**config.mk**
```make
export PLATFORM = sky130hd
export DESIGN_NAME = lcd_hd44780_writer
export DESIGN_NICKNAME = d
export VERILOG_FILES = /design/src/rtl/lcd_hd44780_writer.sv
export SDC_FILE = /design/constraint.sdc
export NUM_CORES = 1
export LEC_CHECK = 0
export BUFFER_PORTS_ARGS = -buffer_cell sky130_fd_sc_hd__buf_4
export CORE_MARGIN = 1
export CORE_UTILIZATION = 60
export DETAILED_ROUTE_END_ITERATION = 16
export PLACE_DENSITY = 0.82
export SYNTH_ARGS = -nofsm -noshare
export SYNTH_HDL_FRONTEND = slang
export SYNTH_SLANG_ARGS = --single-unit
```
**constraint.sdc**
```tcl
create_clock -name clk -period 6.1 [get_ports clk]
set_input_delay 1.525 -clock clk [delete_from_list [all_inputs] [get_ports clk]]
set_output_delay 1.525 -clock clk [all_outputs]
set_load 0.1 [all_outputs]
```
**src/rtl/lcd_hd44780_writer.sv**
```systemverilog
// lcd_hd44780_writer: single-byte HD44780 writer (8-bit or 4-bit bus) with ready/start handshake
// Ports:
//   clk, rst       clock; asynchronous active-low reset
//   start          transfer request, sampled only while ready=1
//   data, cd       byte and command(0)/character(1) flag, captured on the accepting edge
//   ready          high exactly while idle
//   lcd_data       LCD data pins (4-bit mode: bits 3..0 drive DB7..DB4)
//   rs, rw, en     LCD register select, read/write (always write), enable strobe
//   done_tick      one-cycle pulse when the transfer completes
module lcd_hd44780_writer #(
    parameter int BUS_WIDTH   = 8,
    parameter int EN_CYCLES   = 50000,
    parameter int HOLD_CYCLES = 25000,
    parameter int LONG_CYCLES = 100000,
    parameter int CNT_W       = 20
) (
    input  logic                 clk,
    input  logic                 rst,
    input  logic                 start,
    input  logic [7:0]           data,
    input  logic                 cd,
    output logic                 ready,
    output logic [BUS_WIDTH-1:0] lcd_data,
    output logic                 rs,
    output logic                 rw,
    output logic                 en,
    output logic                 done_tick
);
    localparam logic [2:0] IDLE  = 3'd0;
    localparam logic [2:0] SETUP = 3'd1;
    localparam logic [2:0] EN_HI = 3'd2;
    localparam logic [2:0] EN_LO = 3'd3;
    localparam logic [2:0] DONE  = 3'd4;
    localparam logic [CNT_W-1:0] EN_T   = CNT_W'(EN_CYCLES - 1);
    localparam logic [CNT_W-1:0] HOLD_T = CNT_W'(HOLD_CYCLES - 1);
    localparam logic [CNT_W-1:0] LONG_T = CNT_W'(HOLD_CYCLES + LONG_CYCLES - 1);

    logic [2:0]           state_q, state_d;
    logic [CNT_W-1:0]     cnt_q, cnt_d;
    logic [7:0]           byte_q, byte_d;
    logic [BUS_WIDTH-1:0] data_q, data_d;
    logic                 rs_q, rs_d, en_q, en_d, nib_q, nib_d;
    logic [BUS_WIDTH-1:0] hi_w, lo_w;
    logic                 last_w, slow_w;
    logic [CNT_W-1:0]     hold_t_w;

    // First bus value is the whole byte (8-bit) or the high nibble (4-bit)
    assign hi_w = BUS_WIDTH'(BUS_WIDTH == 8 ? data : {4'h0, data[7:4]});
    assign lo_w = BUS_WIDTH'(byte_q[3:0]);
    // The last bus transfer is the only one that may carry the long clear/home wait
    assign last_w   = (BUS_WIDTH == 4) ? nib_q : 1'b1;
    assign slow_w   = last_w && !rs_q && (byte_q == 8'h01 || byte_q == 8'h02 || byte_q == 8'h03);
    assign hold_t_w = slow_w ? LONG_T : HOLD_T;

    always_comb begin
        state_d = state_q;
        cnt_d   = cnt_q + 1'b1;
        byte_d  = byte_q;
        data_d  = data_q;
        rs_d    = rs_q;
        en_d    = en_q;
        nib_d   = nib_q;
        case (state_q)
            IDLE: begin
                cnt_d = '0;
                if (start) begin
                    byte_d  = data;
                    rs_d    = cd;
                    data_d  = hi_w;
                    nib_d   = 1'b0;
                    state_d = SETUP;
                end
            end
            SETUP: begin
                en_d    = 1'b1;
                cnt_d   = '0;
                state_d = EN_HI;
            end
            EN_HI: begin
                if (cnt_q == EN_T) begin
                    en_d    = 1'b0;
                    cnt_d   = '0;
                    state_d = EN_LO;
                end
            end
            EN_LO: begin
                if (cnt_q == hold_t_w) begin
                    cnt_d   = '0;
                    state_d = last_w ? DONE : SETUP;
                    data_d  = last_w ? data_q : lo_w;
                    nib_d   = 1'b1;
                end
            end
            DONE: begin
                cnt_d   = '0;
                state_d = IDLE;
            end
            default: begin
                cnt_d   = '0;
                state_d = IDLE;
            end
        endcase
    end

    always_ff @(posedge clk or negedge rst) begin
        if (!rst) begin
            state_q <= IDLE;
            cnt_q   <= '0;
            byte_q  <= '0;
            data_q  <= '0;
            rs_q    <= 1'b0;
            en_q    <= 1'b0;
            nib_q   <= 1'b0;
        end else begin
            state_q <= state_d;
            cnt_q   <= cnt_d;
            byte_q  <= byte_d;
            data_q  <= data_d;
            rs_q    <= rs_d;
            en_q    <= en_d;
            nib_q   <= nib_d;
        end
    end

    assign ready     = (state_q == IDLE);
    assign done_tick = (state_q == DONE);
    assign lcd_data  = data_q;
    assign rs        = rs_q;
    assign rw        = 1'b0;
    assign en        = en_q;
endmodule

```
Word-level counts from Yosys, hierarchy flattened
Index checks and enable logic that the tools add are counted.

Flip-flop bits (word level): 33. Input port bits: 12. Output and inout port bits: 13. Logic and storage cells: 37.

Add/sub/neg operators: 1. Eq/ne operators: 12. Multiplexer cells: 10. Reductions and logical operators: 9.

Operator list (number): $mux W20 (2); $pmux W20 S2 (1); $add A20 B1 Y20 const B (1); $eq A20 B16 Y1 const B (1); $eq A20 B17 Y1 (1); $mux W17 (1); $eq A8 B2 Y1 const B (2); $pmux W3 S4 (1); $mux W3 (3); $eq A8 B1 Y1 const B (1); $eq A3 B2 Y1 const B (2); $ne A2 B2 Y1 const B (3); $reduce_and A2 Y1 (2); $eq A3 B1 Y1 const B (1); $eq A3 B3 Y1 const B (1); $logic_not A3 Y1 (1); $reduce_and A3 Y1 (1); $logic_or A1 B1 Y1 (2); $pmux W1 S2 (1); $reduce_bool A2 Y1 (1); $logic_and A1 B1 Y1 (1); $logic_not A1 Y1 (1); $mux W1 (1).

Logic depth before layout (Yosys ltp)
Word-level depth: 8. Mapped depth: 7. Mapped depth without buffers: 6.

Worst setup path after synthesis
No wires, ideal clock.

Kind: register to output. Start point: register state_q[0]. End point: output port ready. Arrival time: 2.678 ns. Data required time: 4.575 ns. Path slack: 1.897 ns. Cell stages (with the launch flop): 3. Cell sequence: dfrtp_1 -> clkbuf_1 -> nor3_1.

Cells in the longest elaborated chain, start to end: 1.

Ends and longest elaborated chain: start: declaration (line 38) `logic [2:0] state_q, state_d;`; start signal: assignment (line 115) `state_q <= state_d;`; $logic_not A3 Y1 (line 125) `assign ready = (state_q == IDLE);`; end: declaration (line 22) `output logic ready,`.

Every way passes these cells.

Final worst setup path
Same ends and word-level chain as after synthesis.

==> summary.txt <==
Reg-to-reg startpoint - cnt_q[4]
Crit. End Element - output port
Final Worst Setup Slack - 3.15 ns
Clock latency on the worst-skew pair - 0.35 ns
Worst path top cell family by delay - flip-flops
NumNets Final - 192
FMAX - 339 MHz
DRC viols - 0
RSZ-0062 raised after global routing - false
Hold Path End - cnt_q[0]
Worst path cell trace - nor3_1 > buf_4
Most common cell in the netlist - dfrtp_1
Min-delay src - cnt_q[0]
Gr ovfl total - 0
# port buffers - 23
EDFF count, synth - 0
PostCTS Resize Cnt - 0
Die Y - 55.1 um
Starting density of the core - 65.8%
Layout cells sized above 1 - 27.2%
Max-slew headroom - 47.2%
Max cap viols - 0
Hold Violations, Final - 0
Die width - 55.1 um
Sequential share of the synthesized area - 48.9%
Antenna-violating nets left - 0
Yosys reg bits - 33
Pin count of the biggest net entering global routing - 34
Io pins - 25
Cell area after synthesis - 1690 um2
Adder-cell share of the synthesized area - 0.740%
Pre-CTS WS - 3.53 ns
Maximum VDD drop - 0.000279 V
Initial antenna violation count - 0
Max Transition Viols Final - 0
CP bufs+invs - 1
Synth Area in Compound Gates - 9.84%
Critical-path top delay cell - dfrtp_1
CP Class - reg -> out
R2R Setup Slk - 3.60 ns
CTS tree - yes
Post-synth top area share - 48.9%
DP HPWL - 2200 um
Post-layout util - 75.8%
CP required - 4.58 ns
Worst-path maximum fanout - 10
Clock buffer depth - 2
Worst-Margin Slew - 0.789 ns
Core box area - 2570 um2
Ys flop type - dfrtp_1
Cells after Synth - 158
Mean Syn Cell Area - 10.7 um2
Leak pwr - 0.000859 uW
DR vias - 1266
Post-synthesis simple-gate area fraction - 20.6%
Starting DRC count in detailed routing - 38
Post-CTS Hold Buffers - 0
Synth area leader - dfrtp_1
Area contributors post-synth - dfrtp_1, mux2_2, a21oi_1, xnor2_1, xor2_1
Post-CTS Setup Bufs - 0
Proportion of synthesized area in mux cells - 6.66%
Worst reg2reg path depth - 5
Power Density - 224 nW/um2
H-tree depth - 2
Setup violators final - 0
Hold path depth - 1
Clock sinks - 33
Total negative slack - 0 ns
Crit path launch type - register
Reg-to-reg endpoint - cnt_q[1]
First-pass GRT wire length - 5560 um
Die Area - 3030 um2
Fin crit share - 48.4%
Ys async rst share - 100%
Clock transition at path regs - 0.10 ns
Xor-xnor portion of the synthesized cell area - 9.33%
Vias in the first global route - 1237
Root buffer cell - clkbuf_4
Crit-path max cell delay - 0.51 ns
WL final - 3330 um
Status - finished, final reports clean
Setup Skew - 0.00845 ns
Total power - 436 uW
N_diodes - 0
GR Util All Layers - 27.7%
Syn_nets - 171
Largest family of logic cells by synthesized area - simple AND/OR/NAND/NOR gates
Min-delay worst type - reg -> reg
Syn. warnings - 0
Cell variety after synth - 40
Detail-routed via count per cell - 6.03
CTS buffer count - 5
Placer Congestion - 0.753
Area growth, synth to finish - 15.2%
Top cells by count, synth - dfrtp_1, a21oi_1, nor2_1
Average wire per standard cell - 15.8 um
Fin crit period - 2.95 ns
DR pass1 iterations - 4
Worst EP arrival - 1.43 ns
Row Count - 18
==> final cells by class <==
| cell class | count | area, um2 |
|---|---|---|
| inverter | 2 | 7.51 |
| clock inverter | 3 | 65.1 |
| multi-input combinational | 114 | 801 |
| tap | 30 | 37.5 |
| clock buffer | 5 | 37.5 |
| fill | 183 | 621 |
| sequential | 33 | 826 |
| timing repair buffer | 23 | 173 |
==> flip-flops by register name (all words and copies together) (netlist names) <==
signal    flops
rs            1
en            1
state_q       3
lcd_data      8
cnt_q        20
==> layout by cell type (no fill, tap or decap), types with 2 or more instances in the layout <==
master	count
or4_1	2
nand3_2	2
nor3_1	5
clkbuf_4	5
xor2_1	8
and4_1	2
nor4_1	2
dfrtp_1	33
nand4_1	3
nor2_1	11
nand2_1	10
a21oi_1	20
mux2_2	10
buf_4	23
nand3b_1	3
nand2b_1	2
xnor2_1	10
bufinv_16	2
inv_1	2
nand3_1	5
==> through the flow <==
stage / cells / area, um2 / hold WS (ns)
2_1_floorplan: 158 / 1690 / 0.447
3_3_place_gp: 202 / 1840 / 0.475
3_5_place_dp: 202 / 1840 / 0.492
4_1_cts: 210 / 1950 / 0.510
5_1_grt: 210 / 1950 / 0.540
6_report: 210 / 1950 / 0.505
==> how the worst max path moves through the flow <==
stage	cells after the start	endpoint	slack, ns	startpoint
2_1_floorplan	2	ready	1.90	state_q[0]
3_5_place_dp	2	ready	3.53	state_q[0]
3_3_place_gp	2	ready	3.55	state_q[0]
6_report	2	ready	3.15	state_q[0]
5_1_grt	2	ready	3.03	state_q[0]
4_1_cts	2	ready	3.14	state_q[0]
==> logic make-up (layout without fill, tap and decap cells) <==
kind of cell / Yosys count / in the layout
adders and majority gates: 1 / 1
DFF: 33 / 33
muxes: 10 / 10
buffers and inverters: 11 / 33
AOI/OAI and AO/OA: 27 / 27
and+or+nand+nor: 57 / 57
other: 1 / 1
xor gates and xnor gates: 18 / 18
==> layer usage <==
layer | vias to the layer above | track usage [%] | routed length [um]
met5 | - | 0 | 0
met4 | 0 | 14.6 | 70
met3 | 6 | 9.29 | 198
met2 | 37 | 45.2 | 1610
met1 | 627 | 32.0 | 1440
li1 | 596 | - | -
==> report_power, final <==
| group | switching [uW] | total (uW) | internal [uW] |
|---|---|---|---|
| logic | 7.38 | 11.8 | 4.43 |
| clock network | 78.6 | 205 | 127 |
| registers | 0 | 219 | 219 |
| total | 86.0 | 436 | 350 |
Power figures use the tool's default switching activity.
